==> config.mk <==
export PLATFORM = sky130hd
export DESIGN_NAME = unibus_pwrseq
export DESIGN_NICKNAME = d
export VERILOG_FILES = /design/src/rtl/unibus_pwrseq.sv
export SDC_FILE = /design/constraint.sdc
export NUM_CORES = 1
export LEC_CHECK = 0
export ABC_AREA = 1
export CORE_MARGIN = 1
export CORE_UTILIZATION = 40
export DETAILED_ROUTE_END_ITERATION = 10
export SYNTH_ARGS = -nofsm -noshare
export SYNTH_HDL_FRONTEND = slang
export SYNTH_SLANG_ARGS = --single-unit
export TNS_END_PERCENT = 10
==> constraint.sdc <==
create_clock -name clk -period 1.9 [get_ports clk]
set_clock_uncertainty 0.2 [all_clocks]
set_input_delay 0.285 -clock clk [delete_from_list [all_inputs] [get_ports clk]]
set_output_delay 0.285 -clock clk [all_outputs]
set_load 0.05 [all_outputs]
==> src/rtl/unibus_pwrseq.sv <==
// Unibus power sequencer: orders BUS DC LO, INIT and AC LO on power-up, power-down and CPU RESET.
// Define PWRSEQ_SYNC_EN to pass pwr_req and cpu_reset_req through 2-flop synchronizers.
module unibus_pwrseq #(
  parameter int unsigned CNT_W    = 24,
  parameter int unsigned OFF_MIN  = 'o1000,
  parameter int unsigned DC_DLY   = 'o2000,
  parameter int unsigned INIT_LEN = 'o400,
  parameter int unsigned AC_DLY   = 'o2000,
  parameter int unsigned PF_DLY   = 'o4000
) (
  input  logic clk,
  input  logic reset,
  input  logic pwr_req,
  input  logic cpu_reset_req,
  output logic bus_ac_lo,
  output logic bus_dc_lo,
  output logic bus_init,
  output logic pwr_ok
);

  typedef enum logic [2:0] {
    S_OFF,
    S_DCUP,
    S_INIT,
    S_ACUP,
    S_RUN,
    S_SWINIT,
    S_PFAIL
  } state_t;

  localparam logic [CNT_W-1:0] OFF_LAST  = CNT_W'(OFF_MIN - 1);
  localparam logic [CNT_W-1:0] DC_LAST   = CNT_W'(DC_DLY - 1);
  localparam logic [CNT_W-1:0] INIT_LAST = CNT_W'(INIT_LEN - 1);
  localparam logic [CNT_W-1:0] AC_LAST   = CNT_W'(AC_DLY - 1);
  localparam logic [CNT_W-1:0] PF_LAST   = CNT_W'(PF_DLY - 1);

  logic pwr_on;
  logic sw_reset;

`ifdef PWRSEQ_SYNC_EN
  logic [1:0] pwr_sync;
  logic [1:0] rst_sync;

  always_ff @(posedge clk or negedge reset) begin
    if (!reset) begin
      pwr_sync <= '0;
      rst_sync <= '0;
    end else begin
      pwr_sync <= {pwr_sync[0], pwr_req};
      rst_sync <= {rst_sync[0], cpu_reset_req};
    end
  end

  assign pwr_on   = pwr_sync[1];
  assign sw_reset = rst_sync[1];
`else
  assign pwr_on   = pwr_req;
  assign sw_reset = cpu_reset_req;
`endif

  // Output vector order: {ac_lo, dc_lo, init, pwr_ok}
  function automatic logic [3:0] outs_of(input state_t s);
    logic [3:0] o;
    o = 4'b1110;
    unique case (s)
      S_OFF:    o = 4'b1110;
      S_DCUP:   o = 4'b1110;
      S_INIT:   o = 4'b1010;
      S_ACUP:   o = 4'b1000;
      S_RUN:    o = 4'b0001;
      S_SWINIT: o = 4'b0011;
      S_PFAIL:  o = 4'b1000;
      default:  o = 4'b1110;
    endcase
    return o;
  endfunction

  state_t           state;
  logic [CNT_W-1:0] cnt;
  logic [3:0]       outs_q;

  assign {bus_ac_lo, bus_dc_lo, bus_init, pwr_ok} = outs_q;

  // Each transition clears cnt and loads the target state's outputs on the same edge.
  always_ff @(posedge clk or negedge reset) begin
    if (!reset) begin
      state  <= S_OFF;
      cnt    <= '0;
      outs_q <= outs_of(S_OFF);
    end else begin
      cnt <= cnt + CNT_W'(1);
      unique case (state)
        S_OFF: begin
          if (cnt == OFF_LAST) begin
            if (pwr_on) begin
              state  <= S_DCUP;
              cnt    <= '0;
              outs_q <= outs_of(S_DCUP);
            end else begin
              cnt <= cnt;
            end
          end
        end
        S_DCUP: begin
          if (!pwr_on) begin
            state  <= S_OFF;
            cnt    <= '0;
            outs_q <= outs_of(S_OFF);
          end else if (cnt == DC_LAST) begin
            state  <= S_INIT;
            cnt    <= '0;
            outs_q <= outs_of(S_INIT);
          end
        end
        S_INIT: begin
          if (!pwr_on) begin
            state  <= S_PFAIL;
            cnt    <= '0;
            outs_q <= outs_of(S_PFAIL);
          end else if (cnt == INIT_LAST) begin
            state  <= S_ACUP;
            cnt    <= '0;
            outs_q <= outs_of(S_ACUP);
          end
        end
        S_ACUP: begin
          if (!pwr_on) begin
            state  <= S_PFAIL;
            cnt    <= '0;
            outs_q <= outs_of(S_PFAIL);
          end else if (cnt == AC_LAST) begin
            state  <= S_RUN;
            cnt    <= '0;
            outs_q <= outs_of(S_RUN);
          end
        end
        S_RUN: begin
          cnt <= '0;
          if (!pwr_on) begin
            state  <= S_PFAIL;
            outs_q <= outs_of(S_PFAIL);
          end else if (sw_reset) begin
            state  <= S_SWINIT;
            outs_q <= outs_of(S_SWINIT);
          end
        end
        S_SWINIT: begin
          if (!pwr_on) begin
            state  <= S_PFAIL;
            cnt    <= '0;
            outs_q <= outs_of(S_PFAIL);
          end else if (sw_reset) begin
            cnt <= '0;
          end else if (cnt == INIT_LAST) begin
            state  <= S_RUN;
            cnt    <= '0;
            outs_q <= outs_of(S_RUN);
          end
        end
        S_PFAIL: begin
          if (cnt == PF_LAST) begin
            state  <= S_OFF;
            cnt    <= '0;
            outs_q <= outs_of(S_OFF);
          end
        end
        default: begin
          state  <= S_OFF;
          cnt    <= '0;
          outs_q <= outs_of(S_OFF);
        end
      endcase
    end
  end

endmodule

==> results of run 1 <==
==> worst reg2reg max path: stages, from the launching register on <==
cell and delay [ps]:
sky130_fd_sc_hd__dfrtp_1 360, sky130_fd_sc_hd__ha_2 190, sky130_fd_sc_hd__nand3_2 110, sky130_fd_sc_hd__nor2_4 170, sky130_fd_sc_hd__nand3_2 140, sky130_fd_sc_hd__nand2_1 90
sky130_fd_sc_hd__nand2_2 60, sky130_fd_sc_hd__nor2_4 110, sky130_fd_sc_hd__inv_2 70, sky130_fd_sc_hd__nor2_8 100, sky130_fd_sc_hd__buf_12 150, sky130_fd_sc_hd__nor2_1 60
==> worst paths after layout <==
| path | from | to | slack, ps | depth (start not counted) |
|---|---|---|---|---|
| min in group clk | outs_q[0] | outs_q[0] | 280 | 2 |
| worst max-delay path | cnt[1] | cnt[22] | -30 | 11 |
| worst max register to register | cnt[1] | cnt[22] | -30 | 11 |
| worst min-delay path | reset | state[2] | 200 | 2 |
| max in group asynchronous | reset | outs_q[1] | 980 | 2 |
| worst min register to register | outs_q[0] | outs_q[0] | 280 | 2 |
==> state kept, by name (all words and copies together) (netlist names) <==
name and cells:
cnt 24, outs_q 4, state 3
==> timing repair <==
item,4_1_cts,5_1_grt
endpoints found under the setup margin,23,30
cloned,0,0
pin swaps,0,2
gates resized for setup,2,10
setup buffers,1,0
==> metal layers <==
metal  vias up  routed length [um]
met3         7                 110
met1       824                2150
met2        28                1950
li1        962                   -
met4         0                  57
met5         -                   0
==> power by group through the flow <==
stage	Sequential, mW	Clock, mW	Combinational, mW
finish	0.889	0.495	1.61
global route	0.910	0.548	1.78
CTS	0.884	0.513	1.55
detailed placement	0.895	0	1.54
global placement	0.894	0	1.52
floorplan	1.02	0	0.843
==> per-stage QoR <==
stage,hold slack [ps],utilization (%)
after global placement,264,50.8
after floorplan,-211,-
after detailed placement,264,50.8
after global routing,248,53.7
after CTS,213,53.0
final,201,53.7
==> cell usage in the layout, fill, tap and decap left out, drive strengths merged <==
master and count:
a21oi 1, buf 41, clkbuf 7, clkdlybuf4s50 3, clkinv 1, dfrtp 28
dfstp 3, ha 1, inv 27, nand2 76, nand3 22, nand3b 1
nand4 13, nor2 60, nor3 5, nor3b 1, o21ai 15, o21bai 1
o22ai 2, xnor2 2, xor2 10
==> layout make-up <==
type | count | area, um2 | share of cell area, %
Timing Repair Buffer | 44 | 392 | 15.4
Inverter | 27 | 101 | 4.00
Tap cell | 67 | 83.8 | 3.31
Clock buffer | 7 | 76.3 | 3.01
Sequential cell | 31 | 781 | 30.8
Multi-Input combinational cell | 210 | 1100 | 43.3
Clock inverter | 1 | 5.00 | 0.197
==> kinds of logic (layout without fill, tap and decap cells) <==
family | after synthesis | count (layout)
xor gates and xnor gates | 12 | 12
AOI/OAI and AO/OA | 19 | 19
adders and majority gates | 1 | 1
buffers and inverters | 29 | 79
and+or+nand+nor | 178 | 178
DFF | 31 | 31
==> results.txt, run 1 <==
The post-synthesis share of cell area spent on and, or, nand and nor gates is 42.5%. The area growth from synthesis to layout is 29.6%. The buffers plus inverters on the worst setup path came out at 2. Counting the buffers created by CTS gives 5. The portion of the clock cycle consumed by the worst path in the final layout is 101%. Prior to clock tree synthesis, the placed netlist has a worst setup slack of -56.2 ps. The part of the total power dissipated in the clock network is 16.5%. The overall routing resource usage came out at 19.5%. After Yosys synthesis, XOR and XNOR cells account for ~5.4% of the synthesized area.

The stage delay of the slowest cell on the critical path came out at about 360 ps. At the end of routability-driven placement, the weighted congestion stood at between 0.8 and 0.9. The die is 71.9 um tall. The register area share after synthesis is 39.8%.

The initial detailed-routing violation count is between 80 and 90. The total of warnings raised by yosys is 0. The number of iterations in the first detailed-routing pass came out at 4. For this configuration, the core starts out at a cell density of 41.4%. The count of unresolved DRC violations after routing came out at 0. The dominant register cell in the synthesized netlist is sky130_fd_sc_hd__dfrtp_1. The total overflow left after global routing is 0.

Clock latency on the worst-skew pair, taken at its later pin, is 280 ps. The required time at the endpoint of the critical path came out at 1870 ps. The count of different cell masters after synthesis is 28. TritonCTS built the clock tree. The critical path in this run is classified as register to register. Once routing completed, OpenROAD measured the worst setup slack at -26.9 ps. The floorplan has 25 rows. The antenna cell count is 0. For the final routed database, the setup TNS stands at -184 ps.

After detailed placement, the design holds a cell count of 378. The design draws 3.00 mW. The fraction of synthesized cell area taken by the top area cell type is 35.8%.

For the pin with the worst max-slew slack, the measured transition is 400 ps. Traced cell by cell, the critical path runs through ha_2, nand3_2, nor2_4, nand3_2, nand2_1, nand2_2, nor2_4, inv_2, nor2_8, buf_12, nor2_1. After synthesis, the cell types taking the most area are sky130_fd_sc_hd__dfrtp_1 (36%), sky130_fd_sc_hd__nand2_1 (14%), sky130_fd_sc_hd__nor2_1 (8.6%).

Setup repair after global routing could not meet its margin everywhere. The slowest stage of the critical path belongs to the cell sky130_fd_sc_hd__dfrtp_1. The multiplexer area fraction after synthesis came out at 0%. The total power per unit cell area is 1180 nW/um2. In this run the most used layer during global routing was met2. Of all cell types, the one taking the most synthesized area is sky130_fd_sc_hd__dfrtp_1. The part of the total power dissipated in sequential elements came out at 29.6%.

The net count after synthesis came out at ~280. Summing over every cut layer, the via total after detailed routing is 1821. The maximum number of pins on one net before global-route repair is 32. The maximum level of the CTS H-tree came out at 2. Averaged over all synthesized cells, the footprint is just over 7 um2. The worst hold path class is primary input to async pin. The placed instances occupy a cell area of 2400 um2. The switching component of the power is around 1.3 mW. By instance count, the leading cell after synthesis is sky130_fd_sc_hd__nand2_1. The share of flip-flops with an asynchronous set or reset after synthesis is 100%.

The tree built by TritonCTS fans out to 31 sinks. Excluding fillers, the count of instances in the completed layout stands at 387. Dividing the detail-routed wire length by the instance count gives 11.0 um.

The largest fanout on the critical path came out at 14. In this run the static leakage power is 1.19 nW. The number of buffers added on ports came out at 7. Clock-pin slew was measured on the worst setup and hold paths at 70 ps. Grouping stages by cell kind, the critical path spends the most delay in simple AND/OR/NAND/NOR gates.

The normalized max-slew margin came out at around 73%. The count of nets left with antenna violations once routing finished came out at 0. The number of fill cells in the layout came out at 461.

The switching fraction of total power came out at 42.8%. The met2 track demand over resource is 31.7%. The via density per instance is 4.71. Counting instances in the post-synthesis netlist gives the leading cell types as sky130_fd_sc_hd__nand2_1 (73), sky130_fd_sc_hd__nor2_1 (45), sky130_fd_sc_hd__dfrtp_1 (28). By area, the combinational part of the netlist is dominated by simple AND/OR/NAND/NOR gates.

The total count of hold-check failures in the final report was 0. The post-synthesis instance area is 1960 um2. The flip-flop and latch count after synthesis came out at 31. The reported max-cap violation count is 0. The endpoint class of the critical path is a register. The placed wire-length estimate after detailed placement came out at about 3300 um. The synthesized instance count came out at 270.

The routed wire length is 4260 um. The smallest clock period supported by the final layout is computed as 1930 ps. The synthesized netlist devotes 5.31% of its cell area to compound gates. The run finished, with violations left. The count of pins on the block boundary came out at 8. The number of max-slew violations in the final report came out at 0. The finished cells cover 2540 um2. The floorplan die width is 71.9 um. The die covers slightly above 5000 um2. The met1 track demand over resource came out at a little over a quarter. The root cell of the clock tree is sky130_fd_sc_hd__clkbuf_8. The number of antenna violations at the first check in global routing came out at 0. The worst-case IR drop observed on VDD is 0.573 mV. Of the total power, combinational logic draws roughly 54%. The achievable frequency came out at between 0.5 and 0.6 GHz. The kind of start point of the critical path is a register. The core area came out at 4720 um2. The total setup violations reported at the end of the flow came out at 18. The buffer depth of the longest clock path is 2. The net total in the final layout came out at 324. The checks that failed: setup timing.

The post-route netlist has 26.3% of its cells at a drive strength greater than 1. The adder-cell area share of the yosys netlist is 0.639%. The global-route met3 utilization is 4.17%. The data arrival time at the worst-slack endpoint came out at 1890 ps.

Hold repair after CTS inserted 0 buffers. The via count of the first global-routing pass came to 1742. The number of enable flip-flop cells after synthesis is 0. The global-route wire length before repair came out at 7810 um. The internal power component came out at 1.72 mW.
Power figures use the tool's default switching activity.
==> inputs of run 2 (changes only) <==
CORE_MARGIN = 4   (was 1)
CORE_UTILIZATION = 39   (was 40)
MAX_ROUTING_LAYER = met4   (was default)
==> results.txt, run 2 (same netlist as run 1, synthesis figures left out) <==
Status: finished, violations left (unchanged). Violations in the final reports: setup timing (unchanged). The placed wire-length estimate after detailed placement is 3280 um (was 3250 um). The kind of start point of the critical path is a register (unchanged). The total setup violations reported at the end of the flow came out at 26 (was 18). The total power per unit cell area came to 1220 nW/um2 (was 1180 nW/um2). The initial detailed-routing violation count came to 79 (was 89). The register with the most flip-flops is cnt (unchanged). The standard-cell row count came out at 25 (unchanged).

The stage delay of the slowest cell on the critical path came out at 390 ps (was 360 ps). The combinational fraction of design power came out at 56.8% (was 53.8%). The internal power component came to 1.89 mW (was 1.72 mW). The slew of the pin with the lowest slew margin came out at 384 ps (was 400 ps). The number of max-slew violations in the final report came out at 0 (unchanged). The antenna cell count came out at 0 (unchanged). The net total in the final layout came out at 329 (was 324). The normalized max-slew margin came out at 74.4% (was 73.4%). The effective utilization at floorplan is 40.9% (was 41.4%).

The data arrival time at the worst-slack endpoint is 1940 ps (was 1890 ps). The final-layout setup total negative slack came out at -1200 ps (was -184 ps). The global-route wire length before repair is 7470 um (was 7810 um). The core area is 4790 um2 (was 4720 um2).

The type of the worst setup path is register to register (unchanged). The total vias in the final route is 1842 (was 1821). The worst setup margin is -66.3 ps (was -26.9 ps). The total count of hold-check failures in the final report came to 0 (unchanged). The fraction of the core area covered by cells at the end of the flow is 55.1% (was 53.7%). The part of the total power dissipated in the clock network is 15.3% (was 16.5%). The number of CTS-inserted buffers is 5 (unchanged). The busiest metal layer after global routing was met2 (unchanged). The met1 track demand over resource is 18.8% (was 26.2%).

The clock input transition at the sequential cells of the worst setup and hold paths is 60 ps (was 70 ps). The overall die height is 78.8 um (was 71.9 um). The wire length per cell after detailed routing came out at 11.2 um (was 11.0 um). The minimum period implied by the final worst setup slack came to 1970 ps (was 1930 ps). The global-route met3 utilization came out at 4.20% (was 4.17%).

The clock tree from TritonCTS was done (unchanged). The area growth from synthesis to layout is 34.8% (was 29.6%). The buffer depth of the longest clock path came out at 2 (unchanged). The number of iterations in the first detailed-routing pass is 4 (unchanged).

The number of buffers added on ports came out at 7 (unchanged). The reported max-cap violation count came out at 0 (unchanged). The number of antenna violations at the first check in global routing is 0 (unchanged). The number of clock sinks seen by CTS came out at 31 (unchanged). The part of the total power dissipated in sequential elements came out at 27.9% (was 29.6%).

The worst-skew pair later-pin latency is 280 ps (about the same). The total congestion overflow is 0 (unchanged). The via count of the first global-routing pass came to 1758 (was 1742). The root cell of the clock tree is sky130_fd_sc_hd__clkbuf_8 (unchanged). Top library cells by usage in the layout, fill and taps aside: sky130_fd_sc_hd__nand2_1 (66), sky130_fd_sc_hd__nor2_1 (44), sky130_fd_sc_hd__buf_4 (39) (was sky130_fd_sc_hd__nand2_1 (70), sky130_fd_sc_hd__nor2_1 (43), sky130_fd_sc_hd__buf_4 (36)). The switching component of the power came to 1.33 mW (was 1.28 mW). The via density per instance is 4.70 (was 4.71).

The routed wire length was 4400 um (was 4260 um). The met2 track demand over resource came out at 25.3% (was 31.7%). Counting stages on the worst path, the most repeated cell is sky130_fd_sc_hd__nor2_4. The final weighted congestion in routability-driven placement is 0.855 (was 0.834). The worst hold path class is primary input to async pin (unchanged). The endpoint class of the critical path is a register (unchanged). The full die area came out at 6210 um2 (was 5180 um2).

The overall routing resource usage came out at 15.5% (was 19.5%). Setup repair after global routing missed its margin: yes (unchanged). The maximum level of the CTS H-tree is 2 (unchanged). The path depth of the worst reg2reg path came out at 11 (unchanged). Critical path cell sequence: ha_4, nand3_4, nor2_4, nand3_2, nand2_2, nand2_4, nor2_4, inv_2, nor2_8, clkbuf_16, nor2_2 (was ha_2, nand3_2, nor2_4, nand3_2, nand2_1, nand2_2, nor2_4, inv_2, nor2_8, buf_12, nor2_1). The share of cells above drive strength 1 is 28.9% (was 26.3%). The portion of the clock cycle consumed by the worst path in the final layout is 103% (was 101%). The switching fraction of total power came out at 41.2% (was 42.8%). The count of pins on the block boundary came out at 8 (unchanged). Largest registers: cnt: 24 flops, outs_q: 4 flops, state: 3 flops (unchanged). The count of unresolved DRC violations after routing is 0 (unchanged). The maximum VDD drop came out at 0.680 mV (was 0.573 mV). The achievable frequency came out at 0.509 GHz (was 0.519 GHz). The floorplan die width is 78.8 um (was 71.9 um).

The most common library cell in the layout ignoring fill and taps was sky130_fd_sc_hd__nand2_1 (unchanged). The setup slack at placement came out at -53.5 ps (was -56.2 ps). The maximum number of pins on one net before global-route repair is 32 (unchanged). The number of flip-flops in the largest register came out at 24 (unchanged). The remaining antenna violation count is 0 (unchanged). The required time at the endpoint of the critical path is 1870 ps (about the same). The largest fanout on the critical path came out at 7 (was 14). The static power due to leakage is 1.23 nW (was 1.19 nW). The slowest cell on the critical path is sky130_fd_sc_hd__dfrtp_1 (unchanged).
## run 2: cell count changes in the layout (fill, tap and decap cells not counted), sizes merged
cell / delta
buf: +4
clkbuf: +1
## run 2: cell type report
type / instances / area (um2)
fill: 435 / 2150
multi-input combinational: 210 / 1140
sequential: 31 / 779
timing repair buffer: 49 / 450
inverter: 27 / 101
tap: 67 / 83.8
clock buffer: 7 / 76.3
clock inverter: 1 / 5.00
## run 2: power groups by stage
| stage | clock network (mW) | registers (mW) | logic (mW) |
|---|---|---|---|
| 3_5_place_dp | 0 | 0.899 | 1.53 |
| 4_1_cts | 0.510 | 0.887 | 1.57 |
| 2_1_floorplan | 0 | 1.02 | 0.843 |
| 5_1_grt | 0.546 | 0.915 | 2.01 |
| 6_report | 0.493 | 0.899 | 1.83 |
| 3_3_place_gp | 0 | 0.898 | 1.53 |
## run 2: final timing paths
check,startpoint,end,slack (ps)
max in group asynchronous,reset,outs_q[2],990
min in group clk,outs_q[1],outs_q[1],280
hold reg to reg,outs_q[1],outs_q[1],280
setup / recovery,cnt[0],cnt[18],-70
setup reg to reg,cnt[0],cnt[18],-70
hold / removal,reset,cnt[18],190
## run 2: critical path, delay by kind of cell (launching register included)
kind | cells | cell delay [ps]
flip-flops | 1 | 390
AND/OR/NAND/NOR | 8 | 850
buffers and inverters | 2 | 240
adder cells (fa/ha/maj) | 1 | 170
## run 2: metrics by stage
stage	power, mW	hold WS [ps]	area [um2]	instances
final	3.22	188	2640	392
after global routing	3.47	218	2640	392
after CTS	2.96	207	2520	388
after detailed placement	2.43	269	2410	379
after global placement	2.43	259	2410	379
after floorplan	1.86	-211	1960	270
## run 2: repair_timing
action / CTS / global route
hold buffers: 0 / 0
buffers inserted: 1 / 3
gates resized for setup: 3 / 18
pin swaps: 0 / 11
endpoints found under the hold margin: 0 / 0
setup endpoints to repair: 26 / 29
cloned: 0 / 1
## run 2: metal layers
layer / vias to the layer above / wire length (um)
li1: 971 / -
met1: 841 / 2140
met2: 24 / 2060
met3: 6 / 147
met4: 0 / 51
met5: - / 0
